--- config.mk ---
export PLATFORM = sky130hd
export DESIGN_NAME = self_purging_controller
export DESIGN_NICKNAME = d
export VERILOG_FILES = /design/src/rtl/spc_pkg.sv /design/src/rtl/self_purging_controller_purge_filter.sv /design/src/rtl/self_purging_controller.sv
export SDC_FILE = /design/constraint.sdc
export NUM_CORES = 1
export LEC_CHECK = 0
export ABC_AREA = 1
export ABC_CLOCK_PERIOD_IN_PS = 8940
export BUFFER_PORTS_ARGS = -buffer_cell sky130_fd_sc_hd__buf_2
export CAP_MARGIN = 20
export CELL_PAD_IN_SITES_DETAIL_PLACEMENT = 1
export CELL_PAD_IN_SITES_GLOBAL_PLACEMENT = 1
export CORE_ASPECT_RATIO = 0.9
export CORE_MARGIN = 2
export CORE_UTILIZATION = 45
export DETAILED_ROUTE_END_ITERATION = 8
export GPL_ROUTABILITY_DRIVEN = 0
export PLACE_DENSITY_LB_ADDON = 0.1
export SLEW_MARGIN = 20
export SYNTH_ARGS = -nofsm -noshare
export SYNTH_HDL_FRONTEND = slang
export SYNTH_HIERARCHICAL = 1
export SYNTH_SLANG_ARGS = --single-unit
export TNS_END_PERCENT = 1
--- constraint.sdc ---
create_clock -name clk -period 8.94 [get_ports clk]
set_input_delay 2.682 -clock clk [delete_from_list [all_inputs] [get_ports clk]]
set_output_delay 2.682 -clock clk [all_outputs]
set_load 0.02 [all_outputs]
--- src/rtl/spc_pkg.sv ---
// Shared types, default parameters and bit-vector helpers for the self-purging controller.
package spc_pkg;

    localparam int SPC_N_DEF         = 6;
    localparam int SPC_THR_DEF       = 4;
    localparam int SPC_PERSIST_DEF   = 2;
    localparam int SPC_PROBE_LEN_DEF = 8;

    typedef enum logic [1:0] {
        ST_MONITOR = 2'd0,
        ST_PROBE   = 2'd1,
        ST_FAIL    = 2'd2
    } spc_state_e;

    // Number of set bits; callers zero-extend narrower vectors into 32 bits.
    function automatic logic [5:0] popcount(input logic [31:0] v);
        logic [5:0] c;
        c = 6'd0;
        for (int i = 0; i < 32; i++) begin
            c = c + {5'd0, v[i]};
        end
        return c;
    endfunction

    // Index of the lowest set bit, 0 when the vector is empty.
    function automatic logic [4:0] lowest_set(input logic [31:0] v);
        logic [4:0] idx;
        logic       found;
        idx   = 5'd0;
        found = 1'b0;
        for (int i = 0; i < 32; i++) begin
            if (v[i] && !found) begin
                idx   = 5'(i);
                found = 1'b1;
            end
        end
        return idx;
    endfunction

endpackage

--- src/rtl/self_purging_controller_purge_filter.sv ---
// Per-module persistence filter: owns one module's disagreement counter and its enable flop.
module purge_filter
    import spc_pkg::*;
#(
    parameter int PERSIST = SPC_PERSIST_DEF
) (
    input  logic clk,
    input  logic rst,
    input  logic i_valid,
    input  logic i_mismatch,
    input  logic i_probe,
    input  logic i_force_enable,
    input  logic i_freeze,
    output logic o_enable,
    output logic o_purge
);

    localparam int PW = $clog2(PERSIST + 1);

    logic [PW-1:0] r_cnt;
    logic          r_enable;
    logic          w_hit;

    // Probe modules drop on the first bad sample; normal ones on the PERSIST-th in a row.
    always_comb begin
        w_hit = 1'b0;
        if (r_enable && i_valid && i_mismatch && !i_freeze) begin
            if (i_probe) begin
                w_hit = 1'b1;
            end else if (32'(r_cnt) >= PERSIST - 1) begin
                w_hit = 1'b1;
            end else begin
                w_hit = 1'b0;
            end
        end else begin
            w_hit = 1'b0;
        end
    end

    // Counter and enable update; a disabled module keeps its counter parked at zero.
    always_ff @(posedge clk) begin
        if (rst) begin
            r_cnt    <= {PW{1'b0}};
            r_enable <= 1'b1;
        end else if (i_force_enable) begin
            r_cnt    <= {PW{1'b0}};
            r_enable <= 1'b1;
        end else if (i_freeze) begin
            r_cnt    <= r_cnt;
            r_enable <= r_enable;
        end else if (!r_enable) begin
            r_cnt    <= {PW{1'b0}};
        end else if (w_hit) begin
            r_cnt    <= {PW{1'b0}};
            r_enable <= 1'b0;
        end else if (i_valid && !i_probe) begin
            if (!i_mismatch) begin
                r_cnt <= {PW{1'b0}};
            end else if (32'(r_cnt) >= PERSIST) begin
                r_cnt <= r_cnt;
            end else begin
                r_cnt <= r_cnt + PW'(1);
            end
        end else begin
            r_cnt <= r_cnt;
        end
    end

    assign o_enable = r_enable;
    assign o_purge  = w_hit;

endmodule

--- src/rtl/self_purging_controller.sv ---
// Sequencer for an N-module self-purging redundant datapath: purge, probe re-admission, failure.
// Optional event log (purge_total, last_purged) is built when SPC_EVENT_LOG_EN is defined.
module self_purging_controller
    import spc_pkg::*;
#(
    parameter int  N         = SPC_N_DEF,
    parameter int  THR       = SPC_THR_DEF,
    parameter int  PERSIST   = SPC_PERSIST_DEF,
    parameter int  PROBE_LEN = SPC_PROBE_LEN_DEF,
    localparam int CW        = $clog2(N + 1)
) (
    input  logic          clk,
    input  logic          rst,
    input  logic          sample_valid,
    input  logic [N-1:0]  mismatch,
    input  logic          rearm,
    output logic [N-1:0]  enable,
    output logic [CW-1:0] active_cnt,
    output logic          purge_evt,
    output logic          busy,
    output logic          sys_fail
`ifdef SPC_EVENT_LOG_EN
    ,
    output logic [15:0]            purge_total,
    output logic [$clog2(N)-1:0]   last_purged
`endif
);

    localparam int PCW = $clog2(PROBE_LEN + 1);

    spc_state_e     r_state;
    logic [N-1:0]   r_probe_mask;
    logic [PCW-1:0] r_probe_cnt;
    logic [CW-1:0]  r_active_cnt;
    logic           r_purge_evt;
    logic           r_busy;
    logic           r_sys_fail;

    logic [N-1:0]   w_enable;
    logic [N-1:0]   w_purge;
    logic [N-1:0]   w_force;
    logic [N-1:0]   w_enable_kept;
    logic [CW-1:0]  w_kept_cnt;
    logic           w_any_purge;
    logic           w_fail_nxt;
    logic           w_start_probe;
    logic           w_probe_done;
    logic           w_freeze;

    for (genvar g = 0; g < N; g++) begin : g_filter
        purge_filter #(
            .PERSIST (PERSIST)
        ) u_filter (
            .clk            (clk),
            .rst            (rst),
            .i_valid        (sample_valid),
            .i_mismatch     (mismatch[g]),
            .i_probe        (r_probe_mask[g]),
            .i_force_enable (w_force[g]),
            .i_freeze       (w_freeze),
            .o_enable       (w_enable[g]),
            .o_purge        (w_purge[g])
        );
    end

    // A purge always lands; rearm is honoured only on a quiet MONITOR cycle with something to re-admit.
    always_comb begin
        w_freeze      = (r_state == ST_FAIL);
        w_any_purge   = |w_purge;
        w_enable_kept = w_enable & ~w_purge;
        w_kept_cnt    = CW'(popcount(32'(w_enable_kept)));
        w_fail_nxt    = w_any_purge && (32'(w_kept_cnt) < THR);
        w_start_probe = (r_state == ST_MONITOR) && rearm && !w_any_purge
                        && (w_enable != {N{1'b1}});
        w_probe_done  = (r_state == ST_PROBE) && sample_valid
                        && (32'(r_probe_cnt) == PROBE_LEN - 1);
        if (w_start_probe) begin
            w_force = ~w_enable;
        end else begin
            w_force = {N{1'b0}};
        end
    end

    // Mode sequencing, probe bookkeeping and registered status outputs.
    always_ff @(posedge clk) begin
        if (rst) begin
            r_state      <= ST_MONITOR;
            r_probe_mask <= {N{1'b0}};
            r_probe_cnt  <= {PCW{1'b0}};
            r_active_cnt <= CW'(N);
            r_purge_evt  <= 1'b0;
            r_busy       <= 1'b0;
            r_sys_fail   <= 1'b0;
        end else begin
            r_purge_evt  <= w_any_purge;
            r_active_cnt <= w_start_probe ? CW'(N) : w_kept_cnt;
            case (r_state)
                ST_MONITOR: begin
                    if (w_fail_nxt) begin
                        r_state    <= ST_FAIL;
                        r_sys_fail <= 1'b1;
                    end else if (w_start_probe) begin
                        r_state      <= ST_PROBE;
                        r_probe_mask <= ~w_enable;
                        r_probe_cnt  <= {PCW{1'b0}};
                        r_busy       <= 1'b1;
                    end else begin
                        r_state <= ST_MONITOR;
                    end
                end
                ST_PROBE: begin
                    if (w_fail_nxt) begin
                        r_state      <= ST_FAIL;
                        r_sys_fail   <= 1'b1;
                        r_busy       <= 1'b0;
                        r_probe_mask <= {N{1'b0}};
                    end else if (w_probe_done) begin
                        r_state      <= ST_MONITOR;
                        r_busy       <= 1'b0;
                        r_probe_mask <= {N{1'b0}};
                        r_probe_cnt  <= {PCW{1'b0}};
                    end else begin
                        r_probe_mask <= r_probe_mask & ~w_purge;
                        if (sample_valid) begin
                            r_probe_cnt <= r_probe_cnt + PCW'(1);
                        end else begin
                            r_probe_cnt <= r_probe_cnt;
                        end
                    end
                end
                ST_FAIL: begin
                    r_state <= ST_FAIL;
                end
                default: begin
                    r_state    <= ST_FAIL;
                    r_sys_fail <= 1'b1;
                    r_busy     <= 1'b0;
                end
            endcase
        end
    end

    assign enable     = w_enable;
    assign active_cnt = r_active_cnt;
    assign purge_evt  = r_purge_evt;
    assign busy       = r_busy;
    assign sys_fail   = r_sys_fail;

`ifdef SPC_EVENT_LOG_EN
    localparam int LW = $clog2(N);

    logic [15:0]   r_purge_total;
    logic [LW-1:0] r_last_purged;
    logic [16:0]   w_total_sum;

    // Running total counts each module individually and saturates at 16 bits.
    always_comb begin
        w_total_sum = {1'b0, r_purge_total} + {11'd0, popcount(32'(w_purge))};
    end

    // Log update on every purge event.
    always_ff @(posedge clk) begin
        if (rst) begin
            r_purge_total <= 16'd0;
            r_last_purged <= {LW{1'b0}};
        end else if (w_any_purge) begin
            r_purge_total <= w_total_sum[16] ? 16'hFFFF : w_total_sum[15:0];
            r_last_purged <= LW'(lowest_set(32'(w_purge)));
        end else begin
            r_purge_total <= r_purge_total;
            r_last_purged <= r_last_purged;
        end
    end

    assign purge_total = r_purge_total;
    assign last_purged = r_last_purged;
`endif

endmodule
=== Word level (Yosys, flattened, before mapping) ===
Index checks and enable logic that the tools add are counted.

* Register bits after elaboration: 36
* Latch bits: 0
* Memory bits (writable): 0
* Memory bits (read-only): 0
* Input bits: 10
* Output and inout bits: 12
* Word-level logic and storage cells: 214
* Memories: 0

* Add/sub/neg operators: 12
* Multipliers: 0
* Div/mod/pow operators: 0
* Order comparisons: 13
* Equal/unequal tests: 22
* Shift operators: 0
* Mux-type cells: 84
* Bitwise logic cells: 5
* Reduce and logical (&&, ||, !) cells: 59

{| class="wikitable"
|+ Operator list
! cell !! number
|-
| 2-bit 2-to-1 mux || 33
|-
| 1-bit 2-to-1 mux || 36
|-
| 1-bit logical AND || 30
|-
| 6-bit 2-to-1 mux || 5
|-
| 4-bit by 3-bit != test with 1-bit output, second input constant || 6
|-
| 3-bit AND reduction || 7
|-
| 4-bit 2-to-1 mux || 5
|-
| 3-bit by 2-bit != test with 1-bit output, second input constant || 6
|-
| 2-bit OR reduction || 8
|-
| 2-bit by 1-bit adder with 2-bit output, second input constant || 6
|-
| 6-bit bitwise AND || 2
|-
| 2-bit by 1-bit greater-or-equal comparator with 1-bit output, second input constant || 6
|-
| 2-bit greater-or-equal comparator, second input constant || 6
|-
| 6-bit NOT || 2
|-
| 6-bit case mux with 2 select lines || 1
|-
| 3-bit by 1-bit adder with 3-bit output || 3
|-
| 1-bit logical NOT || 8
|-
| 4-bit case mux with 2 select lines || 1
|-
| 2-bit != test, second input constant || 3
|-
| 3-bit != test, second input constant || 2
|-
| 6-bit != test, second input constant || 1
|-
| 6-bit OR reduction || 1
|-
| 5-bit AND reduction || 1
|-
| 4-bit by 1-bit adder with 4-bit output, second input constant || 1
|-
| other kinds (15) || 15
|}

=== Depth between registers and ports, before layout ===
Gate-level depths: netlist (run 1).

* Depth after elaboration: 15
* Depth in mapped cells: 19
* Mapped depth without buffers: 19

=== Hierarchy ===
Netlist (run 1), hierarchy kept.

{| class="wikitable"
|+ Modules (own cells, without submodules)
! module !! times used !! cells each !! area an instance (um2) !! seq. area each (um2)
|-
| self_purging_controller || 1 || 148 || 1027.2 || 360.3
|-
| purge_filter at g_filter[0].u_filter ... || 4 || 37 || 234.0 || 60.1
|-
| purge_filter at g_filter[5].u_filter || 1 || 34 || 235.2 || 60.1
|-
| purge_filter at g_filter[4].u_filter || 1 || 34 || 230.2 || 60.1
|}

=== Worst setup path before layout (run 1) ===
OpenSTA, ideal clock, no wires.

* Path kind: input -> register
* Start: input port mismatch[0]
* End: register r_probe_cnt[0]
* Setup time: 0.114 ns
* Arrival time: 5.233 ns
* Required time: 8.826 ns
* Setup slack: 3.594 ns
* Stages: 18
* Path buffers: 0
* Cells stage by stage: inv_1 nor2_4 nand3_2 inv_1 inv_1 nand2_1 fa_1 fa_1 inv_1 ha_1 inv_1 fa_1 nand2_2 nand3_2 nand2_1 nand2_1 nand2_1 nor2_1

* Word-level cells in the longest chain between the ends: 14
* Elaborated cells on any way between the ends: 20
* Classes of those cells: add/sub (5); order compare (1); eq/ne (3); mux (1); bitwise (2); reduce/logical (8)

{| class="wikitable"
|+ RTL lines
! element !! RTL line !! text
|-
| start, declared || self_purging_controller.sv:15 || <nowiki>input logic [N-1:0] mismatch,</nowiki>
|-
| 1-bit logical AND * (2 in series) || self_purging_controller_purge_filter.sv:27 || <nowiki>if (r_enable && i_valid && i_mismatch && !i_freeze) begin</nowiki>
|-
| 1-bit 2-to-1 mux * || self_purging_controller_purge_filter.sv:27 ||
|-
| named net w_purge[0] || self_purging_controller.sv:40 || <nowiki>logic [N-1:0] w_purge;</nowiki>
|-
| 6-bit NOT || self_purging_controller.sv:70 || <nowiki>w_enable_kept = w_enable & ~w_purge;</nowiki>
|-
| 6-bit bitwise AND || self_purging_controller.sv:70 ||
|-
| 1-bit by 1-bit adder with 2-bit output || spc_pkg.sv:20 || <nowiki>c = c + {5'd0, v[i]};</nowiki>
|-
| 2-bit by 1-bit adder with 3-bit output || spc_pkg.sv:20 ||
|-
| 3-bit by 1-bit adder with 3-bit output (3 in series) || spc_pkg.sv:20 ||
|-
| 3-bit less-than comparator || self_purging_controller.sv:72 || <nowiki>w_fail_nxt = w_any_purge && (32'(w_kept_cnt) < THR);</nowiki>
|-
| 1-bit logical AND || self_purging_controller.sv:72 ||
|-
| 2-bit != test (no source line) || -- ||
|-
| 5-bit AND reduction (no source line) * || -- ||
|-
| end signal, assigned || self_purging_controller.sv:89 || <nowiki>r_probe_cnt <= {PCW{1'b0}};</nowiki>
|-
| end signal, assigned || self_purging_controller.sv:105 || <nowiki>r_probe_cnt <= {PCW{1'b0}};</nowiki>
|-
| end signal, assigned || self_purging_controller.sv:121 || <nowiki>r_probe_cnt <= {PCW{1'b0}};</nowiki>
|-
| end, declared || self_purging_controller.sv:33 || <nowiki>logic [PCW-1:0] r_probe_cnt;</nowiki>
|}

The timed path passes the listed nets; every way through them passes the cells marked *.
A chain may end at the register's enable or synchronous reset.

=== Final worst setup path (run 1) ===
* Start: input port sample_valid
* End: register r_probe_cnt[0]

* Word-level cells in the longest chain between the ends: 15
* Elaborated cells on any way between the ends: 47
* Classes of those cells: add/sub (5); order compare (1); eq/ne (4); mux (9); bitwise (2); reduce/logical (26)

{| class="wikitable"
|+ RTL lines
! element !! RTL line !! text
|-
| start, declared || self_purging_controller.sv:14 || <nowiki>input logic sample_valid,</nowiki>
|-
| 1-bit logical AND * (3 in series) || self_purging_controller_purge_filter.sv:27 ||
|-
| 1-bit 2-to-1 mux * || self_purging_controller_purge_filter.sv:27 ||
|-
| named net w_purge[1] || self_purging_controller.sv:40 ||
|-
| 6-bit NOT || self_purging_controller.sv:70 ||
|-
| 6-bit bitwise AND || self_purging_controller.sv:70 ||
|-
| 1-bit by 1-bit adder with 2-bit output || spc_pkg.sv:20 ||
|-
| 2-bit by 1-bit adder with 3-bit output || spc_pkg.sv:20 ||
|-
| 3-bit by 1-bit adder with 3-bit output (3 in series) || spc_pkg.sv:20 ||
|-
| 3-bit less-than comparator || self_purging_controller.sv:72 ||
|-
| 1-bit logical AND || self_purging_controller.sv:72 ||
|-
| 2-bit != test (no source line) || -- ||
|-
| 5-bit AND reduction (no source line) * || -- ||
|}

The timed path passes the listed nets; every way through them passes the cells marked *. The select of a mux whose other input is x is not followed.

==> results.json, run 1 <==
{
  "max-clock-path-buffers": 2,
  "synth_cells": 364,
  "clock_sinks": 36,
  "powerDensity_mw_per_mm2": 282,
  "hold_depth": 2,
  "ioPinCount": 22,
  "power_switching_mw": 0.348,
  "crit_path_max_fanout": 14,
  "area.growth.synth_to_final_pct": 11.4,
  "power_frac_seq": 0.313,
  "yosysUniqueCellTypes": 27,
  "fin_crit_ns": 5.61,
  "die_area_mm2": 0.00600,
  "irDropWorstVdd_v": 0.000115,
  "r2r-start": "r_state[1]$_SDFFE_PP0P_",
  "synth_edf_count": 0,
  "slew_headroom": 0.360,
  "grt_max_degree": 19,
  "cp.arrival_ns": 5.79,
  "required_ns": 9.12,
  "wire_per_inst_um": 12.5,
  "cpPeakStageDelay_ns": 0.48,
  "ys.flop_type": "dfxtp_1",
  "hpwl_mm": 4.43,
  "synth-async-reset-ratio": 0,
  "grt_pass1_vias": 2290,
  "synth_top_area_share": 0.297,
  "power_frac_clock": 0.164,
  "rsz0062_at_grt": "no",
  "ys_ff_latch": 36,
  "drt_iter0_drc": 71,
  "rrSetupSlack_ns": 4.73,
  "grt.total_usage": 0.212,
  "setup_ws_ns": 3.33,
  "ys_top_cells_by_area": "dfxtp_1 (30%), nand2_1 (14%), inv_1 (11%)",
  "synth-compound-area-share": 0.0696,
  "syn_area_mm2": 0.00243,
  "power_mw": 0.763,
  "final_max_slew_viol_count": 0,
  "die_h_um": 73.7,
  "nets": 417,
  "synth_nets": 390,
  "grt-ovfl-total": 0,
  "avgSynthCellArea_um2": 6.67,
  "start_kind": "primary input",
  "htreeDepth": 2,
  "rr_worst_depth": 20,
  "whs_ns": 0.464,
  "p_comb_frac": 0.523,
  "start_util": 0.465,
  "synthXorXnorAreaFrac": 0.00361,
  "cts_tree": "yes",
  "ant_nets": 0,
  "worst-setup-path-type": "primary input to flop",
  "worst-path-buf-inv": 6,
  "p_sw_frac": 0.456,
  "skew_ns": 0.00250,
  "setup_viol": 0,
  "min_path_type": "flop to flop",
  "fin_crit_sh": 0.627,
  "cts_setup_buffers": 0,
  "cts.hold.buffers_added": 0,
  "slowest_stage": "fa_1",
  "yosysSeqAreaShare": 0.297,
  "grt_pass1_wl_mm": 10.0,
  "crit_family": "adder cells",
  "port_buffers": 21,
  "drcViolationCount": 0,
  "synth-adder-area-share": 0.0917,
  "wl_mm": 5.71,
  "drv_cap": 0,
  "rows": 25,
  "die_x_um": 81.4,
  "num_antenna_cells": 0,
  "max_clock_freq_mhz": 178,
  "crit_chain": "buf_2 > nand2_1 > inv_1 > nand3_2 > inv_1 > inv_1 > nand2_1 > fa_1 > fa_1 > inv_1 > ha_1 > inv_1 > fa_1 > nand2_2 > nand3_2 > nand2_1 > nand2_1 > nand2_1 > nor2_1",
  "vias_per_cell": 4.81,
  "tns_ns": 0,
  "clk_latency_ns": 0.28,
  "synth_top_family_by_area": "simple AND/OR/NAND/NOR gates",
  "holdPathEnd": "busy$_SDFFE_PP0P_",
  "finalHoldViolCount": 0,
  "synthSimpleGateAreaFrac": 0.413,
  "crit_path_end_kind": "flop",
  "num_vias": 2205,
  "synth.mux.area_fraction": 0,
  "outcome": "complete, no violations",
  "cts_root_buf": "clkbuf_8",
  "core_area_mm2": 0.00522,
  "yosysWarnings": 6,
  "tightest_slew_ns": 0.957,
  "yosysTopAreaCell": "dfxtp_1",
  "layout-drive-gt1-share": 0.179,
  "antenna_found_initial": 0,
  "clk_pin_slew_ns": 0.07,
  "dp_slack_ns": 3.03,
  "r2r-end": "r_probe_cnt[0]$_SDFFE_PP0P_",
  "p_leak_nw": 1.52,
  "first_pass_iters": 4,
  "cts_buffers": 5,
  "p_int_mw": 0.415,
  "min-delay-start": "busy$_SDFFE_PP0P_",
  "cts_resized": 0
}
==> registers in the layout, indices dropped and copies added, names as in the netlist <==
signal / flops
r_state: 2
purge_evt: 1
busy: 1
r_probe_mask: 6
r_probe_cnt: 4
g_filter.u_filter/o_enable: 6
active_cnt: 3
sys_fail: 1
g_filter.u_filter/r_cnt: 12
==> metal layers <==
layer | track usage | up-vias | wire length, um
met5 | 0 | - | 0
met4 | 0.0452 | 0 | 29
met3 | 0.0369 | 2 | 141
met2 | 0.382 | 19 | 2770
met1 | 0.264 | 1020 | 2760
li1 | - | 1164 | -
==> placed cells by master (no fill, tap or decap), drive strengths merged <==
master and instances:
nand2 95, nand3b 1, xor2 1, dfxtp 36, clkinv 1, nor2 50, and3 1, buf 22
o21ai 7, nor3 3, ha 13, a21oi 23, a22oi 1, inv 76, clkbuf 7, fa 3
or2 5, nand3 46
==> worst max-delay path by stage <==
stage                  from  slack (ns)  cells after the start                     endpoint
5_1_grt        sample_valid        3.05                     19  r_probe_cnt[0]$_SDFFE_PP0P_
4_1_cts        sample_valid        3.33                     19  r_probe_cnt[0]$_SDFFE_PP0P_
6_report       sample_valid        3.33                     19  r_probe_cnt[0]$_SDFFE_PP0P_
3_5_place_dp   sample_valid        3.03                     19  r_probe_cnt[0]$_SDFFE_PP0P_
2_1_floorplan   mismatch[0]        3.59                     18  r_probe_cnt[0]$_SDFFE_PP0P_
3_3_place_gp   sample_valid        3.20                     19  r_probe_cnt[0]$_SDFFE_PP0P_
==> cells in the mapped netlist (3+ instances only) <==
cell     instances
nand3_2         12
inv_1           71
nand2_1         93
inv_2            5
nor3_1           3
o21ai_0          7
ha_1            13
nor2_1          38
nand3_1         32
dfxtp_1         36
a21oi_1         20
or2_2            3
nor2_2           5
fa_1             3
nor2_4           6
a21oi_2          3
==> worst min-delay path: stages (launching register included) <==
cell,delay (ns)
dfxtp_1,0.31
nand2_1,0.06
a21oi_1,0.05
==> metrics by stage <==
| step | cells | util | instance area (um^2) |
|---|---|---|---|
| floorplan | 364 | - | 2430 |
| global placement | 451 | 0.500 | 2610 |
| detailed placement | 451 | 0.500 | 2610 |
| CTS | 458 | 0.518 | 2710 |
| global route | 458 | 0.518 | 2710 |
| finish | 458 | 0.518 | 2710 |
==> cells by family after synthesis <==
logic type	after synthesis
flops	36
fa+ha+maj	16
simple gates	201
compound gates	31
xor+xnor	1
buf+inv	79
==> cell type report <==
| cell class | count | area, um^2 |
|---|---|---|
| Fill cell | 743 | 2520 |
| Multi-Input combinational cell | 249 | 1400 |
| Sequential cell | 36 | 721 |
| Inverter | 77 | 289 |
| Timing Repair Buffer | 22 | 113 |
| Clock buffer | 7 | 96.3 |
| Tap cell | 67 | 83.8 |
==> power groups by stage <==
stage / sequential (mW) / clock (mW) / combinational, mW
floorplan: 0.252 / 0 / 0.290
global placement: 0.241 / 0 / 0.383
finish: 0.239 / 0.125 / 0.399
global route: 0.246 / 0.136 / 0.459
CTS: 0.239 / 0.129 / 0.405
detailed placement: 0.243 / 0 / 0.402
No activity file was read; power rests on OpenSTA's default activity.
==> run 2, diff against run 1 <==
--- a/config.mk
+++ b/config.mk
@@ -6,14 +6,14 @@
 export NUM_CORES = 1
 export LEC_CHECK = 0
 export ABC_AREA = 1
-export ABC_CLOCK_PERIOD_IN_PS = 8940
+export ABC_CLOCK_PERIOD_IN_PS = 5600
 export BUFFER_PORTS_ARGS = -buffer_cell sky130_fd_sc_hd__buf_2
 export CAP_MARGIN = 20
 export CELL_PAD_IN_SITES_DETAIL_PLACEMENT = 1
 export CELL_PAD_IN_SITES_GLOBAL_PLACEMENT = 1
 export CORE_ASPECT_RATIO = 0.9
 export CORE_MARGIN = 2
-export CORE_UTILIZATION = 45
+export CORE_UTILIZATION = 42
 export DETAILED_ROUTE_END_ITERATION = 8
 export GPL_ROUTABILITY_DRIVEN = 0
 export PLACE_DENSITY_LB_ADDON = 0.1
==> constraint.sdc (replaced) <==
create_clock -name clk -period 5.6 [get_ports clk]
set_input_delay 1.68 -clock clk [delete_from_list [all_inputs] [get_ports clk]]
set_output_delay 1.68 -clock clk [all_outputs]
set_load 0.02 [all_outputs]
==> run 2 against run 1 <==
Non-clock buffer count increased by 1. Critical path depth is 1 lower. Register-to-register slack lost 2.7 ns. Routed wire length down 0.81%. Sequential power is 59% higher. Setup slack got worse by 2.3 ns. Core utilization down 3.5 points.
==> results.json, run 2 (same netlist as run 1, synthesis figures left out) <==
{
  "multi_input_area_mm2": 0.00140,
  "ant_nets": 0,
  "clk_latency_ns": 0.29,
  "start_util": 0.432,
  "powerDensity_mw_per_mm2": 447,
  "largest_register_ffs": 12,
  "seq_area_um2": 721,
  "port_buffers": 21,
  "fin_crit_ns": 4.59,
  "cts_tree": "yes",
  "skew_ns": 0.00318,
  "fin_crit_sh": 0.820,
  "required_ns": 5.82,
  "cts_buffers": 5,
  "p_leak_nw": 1.53,
  "p_int_mw": 0.660,
  "rsz0062_at_grt": "no",
  "dr_wl_met3_um": 126,
  "drt_iter0_drc": 43,
  "p_sw_frac": 0.457,
  "layout-drive-gt1-share": 0.181,
  "p_comb_frac": 0.518,
  "setup_viol": 0,
  "grt_pass1_wl_mm": 10.3,
  "max_clock_freq_mhz": 218,
  "clock_sinks": 36,
  "num_antenna_cells": 0,
  "irDropWorstVdd_v": 0.000190,
  "dpl.cell_count": 455,
  "cts_resized": 0,
  "wl_mm": 5.66,
  "die_x_um": 84.2,
  "drcViolationCount": 0,
  "tns_ns": 0,
  "power_mw": 1.21,
  "rows": 26,
  "crit_path_end_kind": "flop",
  "core_area_mm2": 0.00563,
  "met1_length_mm": 2.88,
  "power_frac_seq": 0.313,
  "fillers": 777,
  "max-clock-path-buffers": 2,
  "cts_root_buf": "clkbuf_8",
  "area.growth.synth_to_final_pct": 11.9,
  "final_max_slew_viol_count": 0,
  "grt.total_usage": 0.194,
  "start_kind": "primary input",
  "antenna_found_initial": 0,
  "largest-register": "g_filter.u_filter/r_cnt",
  "cts_setup_buffers": 0,
  "final_cell_mix": "nand2_1 (93), inv_1 (71), nor2_1 (38)",
  "wl_met2_mm": 2.58,
  "fin_cells": 462,
  "die_h_um": 76.1,
  "outcome": "complete, no violations",
  "num_vias": 2216,
  "die_area_mm2": 0.00641,
  "wire_per_inst_um": 12.3,
  "vias_per_cell": 4.80,
  "grt-ovfl-total": 0,
  "power_frac_clock": 0.169,
  "crit_path_max_fanout": 14,
  "htreeDepth": 2,
  "power_switching_mw": 0.555,
  "cp.arrival_ns": 4.81,
  "ioPinCount": 22,
  "topRoutingLayerUsed": "met4",
  "grt_max_degree": 19,
  "clk_pin_slew_ns": 0.07,
  "min_path_type": "flop to flop",
  "cts.hold.buffers_added": 0,
  "grt_pass1_vias": 2310,
  "drv_cap": 0,
  "first_pass_iters": 4,
  "tightest_slew_ns": 0.477,
  "hpwl_mm": 4.34,
  "final_common_cell": "nand2_1",
  "worst-setup-path-type": "primary input to flop",
  "nets": 418,
  "slew_headroom": 0.682,
  "finalHoldViolCount": 0
}
==> run 2: cell types whose count changed in the layout (fill, tap and decap cells not counted), sizes merged <==
cell  previous run  this run
buf             22        23
==> run 2: per-stage QoR <==
stage                      util  hold WS, ns  instance area, um^2  worst slack, ns
after floorplan               -        0.443                 2430             1.26
final                     0.483        0.453                 2720             1.01
after detailed placement  0.466        0.447                 2620            0.720
after CTS                 0.483        0.458                 2720             1.03
after global placement    0.466        0.431                 2620            0.847
after global routing      0.483        0.491                 2720            0.764
==> run 2: final cells by class <==
type | instances | area share
Sequential cell | 36 | 0.265
Tap cell | 70 | 0.0322
Clock buffer | 7 | 0.0355
Inverter | 77 | 0.106
Multi-Input combinational cell | 249 | 0.517
Timing Repair Buffer | 23 | 0.0442
==> run 2: power by group through the flow <==
| stage | clock (mW) | sequential, mW | combinational [mW] |
|---|---|---|---|
| after global placement | 0 | 0.385 | 0.617 |
| after floorplan | 0 | 0.403 | 0.463 |
| after global routing | 0.223 | 0.393 | 0.741 |
| after CTS | 0.211 | 0.381 | 0.640 |
| after detailed placement | 0 | 0.387 | 0.635 |
| final | 0.205 | 0.380 | 0.629 |
==> run 2: critical path: stages <==
cell,delay (ns)
buf_2,0.28
nand2_1,0.11
inv_1,0.08
nand3_2,0.12
inv_1,0.13
inv_1,0.07
nand2_1,0.08
fa_1,0.42
fa_1,0.48
inv_1,0.07
ha_1,0.13
inv_1,0.05
fa_1,0.40
nand2_2,0.20
nand3_2,0.13
nand2_1,0.17
nand2_1,0.08
a21oi_1,0.13
==> run 2: final timing paths <==
path / start / end / slack [ns] / cells past startpoint
worst max-delay path: sample_valid / r_probe_cnt[2]$_SDFFE_PP0P_ / 1.01 / 18
worst max register to register: r_state[1]$_SDFFE_PP0P_ / r_probe_cnt[2]$_SDFFE_PP0P_ / 2.06 / 19
worst min-delay path: sys_fail$_SDFFE_PP0P_ / sys_fail$_SDFFE_PP0P_ / 0.45 / 2
worst min register to register: sys_fail$_SDFFE_PP0P_ / sys_fail$_SDFFE_PP0P_ / 0.45 / 2
==> run 2: metal layers <==
layer	global-route usage	up-vias
met5	0	-
met3	0.0325	7
met1	0.253	1018
met4	0.0677	0
li1	-	1171
met2	0.322	20
==> run 3, diff against run 2 <==
--- a/config.mk
+++ b/config.mk
@@ -6,14 +6,14 @@
 export NUM_CORES = 1
 export LEC_CHECK = 0
 export ABC_AREA = 1
-export ABC_CLOCK_PERIOD_IN_PS = 5600
+export ABC_CLOCK_PERIOD_IN_PS = 4000
 export BUFFER_PORTS_ARGS = -buffer_cell sky130_fd_sc_hd__buf_2
 export CAP_MARGIN = 20
 export CELL_PAD_IN_SITES_DETAIL_PLACEMENT = 1
 export CELL_PAD_IN_SITES_GLOBAL_PLACEMENT = 1
 export CORE_ASPECT_RATIO = 0.9
 export CORE_MARGIN = 2
-export CORE_UTILIZATION = 42
+export CORE_UTILIZATION = 38
 export DETAILED_ROUTE_END_ITERATION = 8
 export GPL_ROUTABILITY_DRIVEN = 0
 export PLACE_DENSITY_LB_ADDON = 0.1
==> constraint.sdc (replaced) <==
create_clock -name clk -period 4 [get_ports clk]
set_input_delay 1.2 -clock clk [delete_from_list [all_inputs] [get_ports clk]]
set_output_delay 1.2 -clock clk [all_outputs]
set_load 0.02 [all_outputs]
==> run 3 against run 2 <==
Count of clock-buffer cells in the layout decreased by 1. Flip-flop and latch count unchanged. Critical path depth increased by 1. Setup slack got worse by 0.75 ns. Die area increased by 10%. Clock power increased by 35%. Routed wire length increased by 1.1%. Combinational power increased by 48%. Sequential power increased by 38%. Final area increased by 4.4%. Power increased by 43%. Highest routed layer unchanged.
==> results.json, run 3 (same netlist as run 1, synthesis figures left out) <==
{
  "outcome": "complete, no violations",
  "dpl.cell_count": 484,
  "cts_root_buf": "clkbuf_8",
  "r2r-start": "r_state[1]$_SDFFE_PP0P_",
  "ioPinCount": 22,
  "port_buffers": 21,
  "p_comb_frac": 0.536,
  "rrSetupSlack_ns": 0.57,
  "htreeDepth": 2,
  "antenna_found_initial": 0,
  "grt_max_degree": 19,
  "drt_iter0_drc": 44,
  "cts_buffers": 5,
  "rsz0062_at_grt": "no",
  "crit_path_end_kind": "flop",
  "cts_resized": 0,
  "largest-register": "g_filter.u_filter/r_cnt",
  "final_common_cell": "nand2_1",
  "holdPathEnd": "sys_fail$_SDFFE_PP0P_",
  "fin_cells": 492,
  "vias_per_cell": 4.54,
  "power_frac_seq": 0.304,
  "fin_crit_ns": 3.74,
  "max_clock_freq_mhz": 267,
  "finalHoldViolCount": 0,
  "final_cell_mix": "nand2_1 (93), inv_1 (71), nor2_1 (38)",
  "core_area_mm2": 0.00615,
  "skew_ns": 0.00450,
  "min-delay-start": "sys_fail$_SDFFE_PP0P_",
  "area.growth.synth_to_final_pct": 16.8,
  "cts.hold.buffers_added": 0,
  "p_sw_frac": 0.454,
  "hold_depth": 2,
  "max-clock-path-buffers": 2,
  "nets": 430,
  "r2r-end": "r_probe_cnt[0]$_SDFFE_PP0P_",
  "slew_headroom": 0.701,
  "layout-drive-gt1-share": 0.207,
  "powerDensity_mw_per_mm2": 610,
  "cts_tree": "yes",
  "wire_per_inst_um": 11.6,
  "irDropWorstVdd_v": 0.000201,
  "cp.arrival_ns": 3.93,
  "start_kind": "primary input",
  "largest_register_ffs": 12,
  "wl_mm": 5.72,
  "die_area_mm2": 0.00705,
  "p_leak_nw": 1.59,
  "power_frac_clock": 0.160,
  "dp_slack_ns": -0.0578,
  "grt_pass1_wl_mm": 10.4,
  "start_util": 0.395,
  "die_x_um": 88.3,
  "num_vias": 2235,
  "hpwl_mm": 4.46,
  "clk_pin_slew_ns": 0.07,
  "ant_nets": 0,
  "rr_worst_depth": 20,
  "setup_viol": 0,
  "setup_ws_ns": 0.260,
  "clk_latency_ns": 0.29,
  "rows": 27,
  "drcViolationCount": 0,
  "fillers": 855,
  "crit_path_max_fanout": 5,
  "required_ns": 4.19,
  "final_max_slew_viol_count": 0,
  "worst-setup-path-type": "primary input to flop",
  "grt_pass1_vias": 2329,
  "first_pass_iters": 4,
  "drv_cap": 0,
  "cts_setup_buffers": 0,
  "clock_sinks": 36,
  "tightest_slew_ns": 0.449,
  "fin_crit_sh": 0.935,
  "power_switching_mw": 0.787,
  "grt-ovfl-total": 0,
  "whs_ns": 0.463,
  "p_int_mw": 0.946,
  "num_antenna_cells": 0,
  "die_h_um": 79.8,
  "grt.total_usage": 0.185,
  "min_path_type": "flop to flop"
}
[run 3: cell count changes in the layout (fill, tap and decap cells not counted), sizes merged]
cell and change:
clkbuf -1, clkinv +2, buf +12
[run 3: per-stage QoR]
step / area, um^2 / setup TNS, ns / util / total power, mW
CTS: 2840 / 0 / 0.462 / 1.76
floorplan: 2430 / 0 / - / 1.21
global placement: 2750 / 0 / 0.446 / 1.45
finish: 2840 / 0 / 0.462 / 1.73
global route: 2840 / 0 / 0.462 / 1.93
detailed placement: 2750 / -0.394 / 0.446 / 1.47
[run 3: final cells by class]
cell class,count,area (um^2),share of cell area
sequential,36,721,0.254
inverter,77,289,0.102
clock inverter,2,10.0,0.00353
tap,87,109,0.0384
clock buffer,6,82.6,0.0291
multi-input combinational,249,1400,0.495
timing repair buffer,35,223,0.0785
[run 3: critical path: stages]
cell and delay [ns]:
buf_2 0.11, inv_1 0.12, nor2_4 0.04, nand3_2 0.07, inv_1 0.05, inv_1 0.06, nand2_1 0.07, fa_1 0.51
fa_1 0.48, inv_1 0.07, ha_1 0.14, inv_1 0.05, fa_1 0.41, nand2_2 0.13, nand3_2 0.10, nand2_1 0.15
nand2_1 0.07, nand2_1 0.06, nor2_1 0.05
[run 3: how the worst max path moves through the flow]
stage,startpoint,endpoint,slack [ns]
2_1_floorplan,mismatch[0],r_probe_cnt[0]$_SDFFE_PP0P_,0.14
3_3_place_gp,sample_valid,r_probe_cnt[0]$_SDFFE_PP0P_,0.03
3_5_place_dp,sample_valid,r_probe_cnt[0]$_SDFFE_PP0P_,-0.06
4_1_cts,sample_valid,r_probe_cnt[0]$_SDFFE_PP0P_,0.24
5_1_grt,sample_valid,r_probe_cnt[0]$_SDFFE_PP0P_,0.005
6_report,mismatch[0],r_probe_cnt[0]$_SDFFE_PP0P_,0.26
[run 3: power by group through the flow]
stage | Clock (mW) | Sequential [mW] | Combinational, mW
detailed placement | 0 | 0.536 | 0.937
floorplan | 0 | 0.564 | 0.648
CTS | 0.289 | 0.527 | 0.948
global placement | 0 | 0.534 | 0.921
finish | 0.277 | 0.526 | 0.929
global route | 0.304 | 0.541 | 1.09
[run 3: layer usage]
layer / wire [um] / part of all wire / track usage
met5: 0 / 0 / 0
met4: 70 / 0.012 / 0.0500
met3: 158 / 0.028 / 0.0352
met2: 2550 / 0.45 / 0.314
met1: 2950 / 0.51 / 0.239
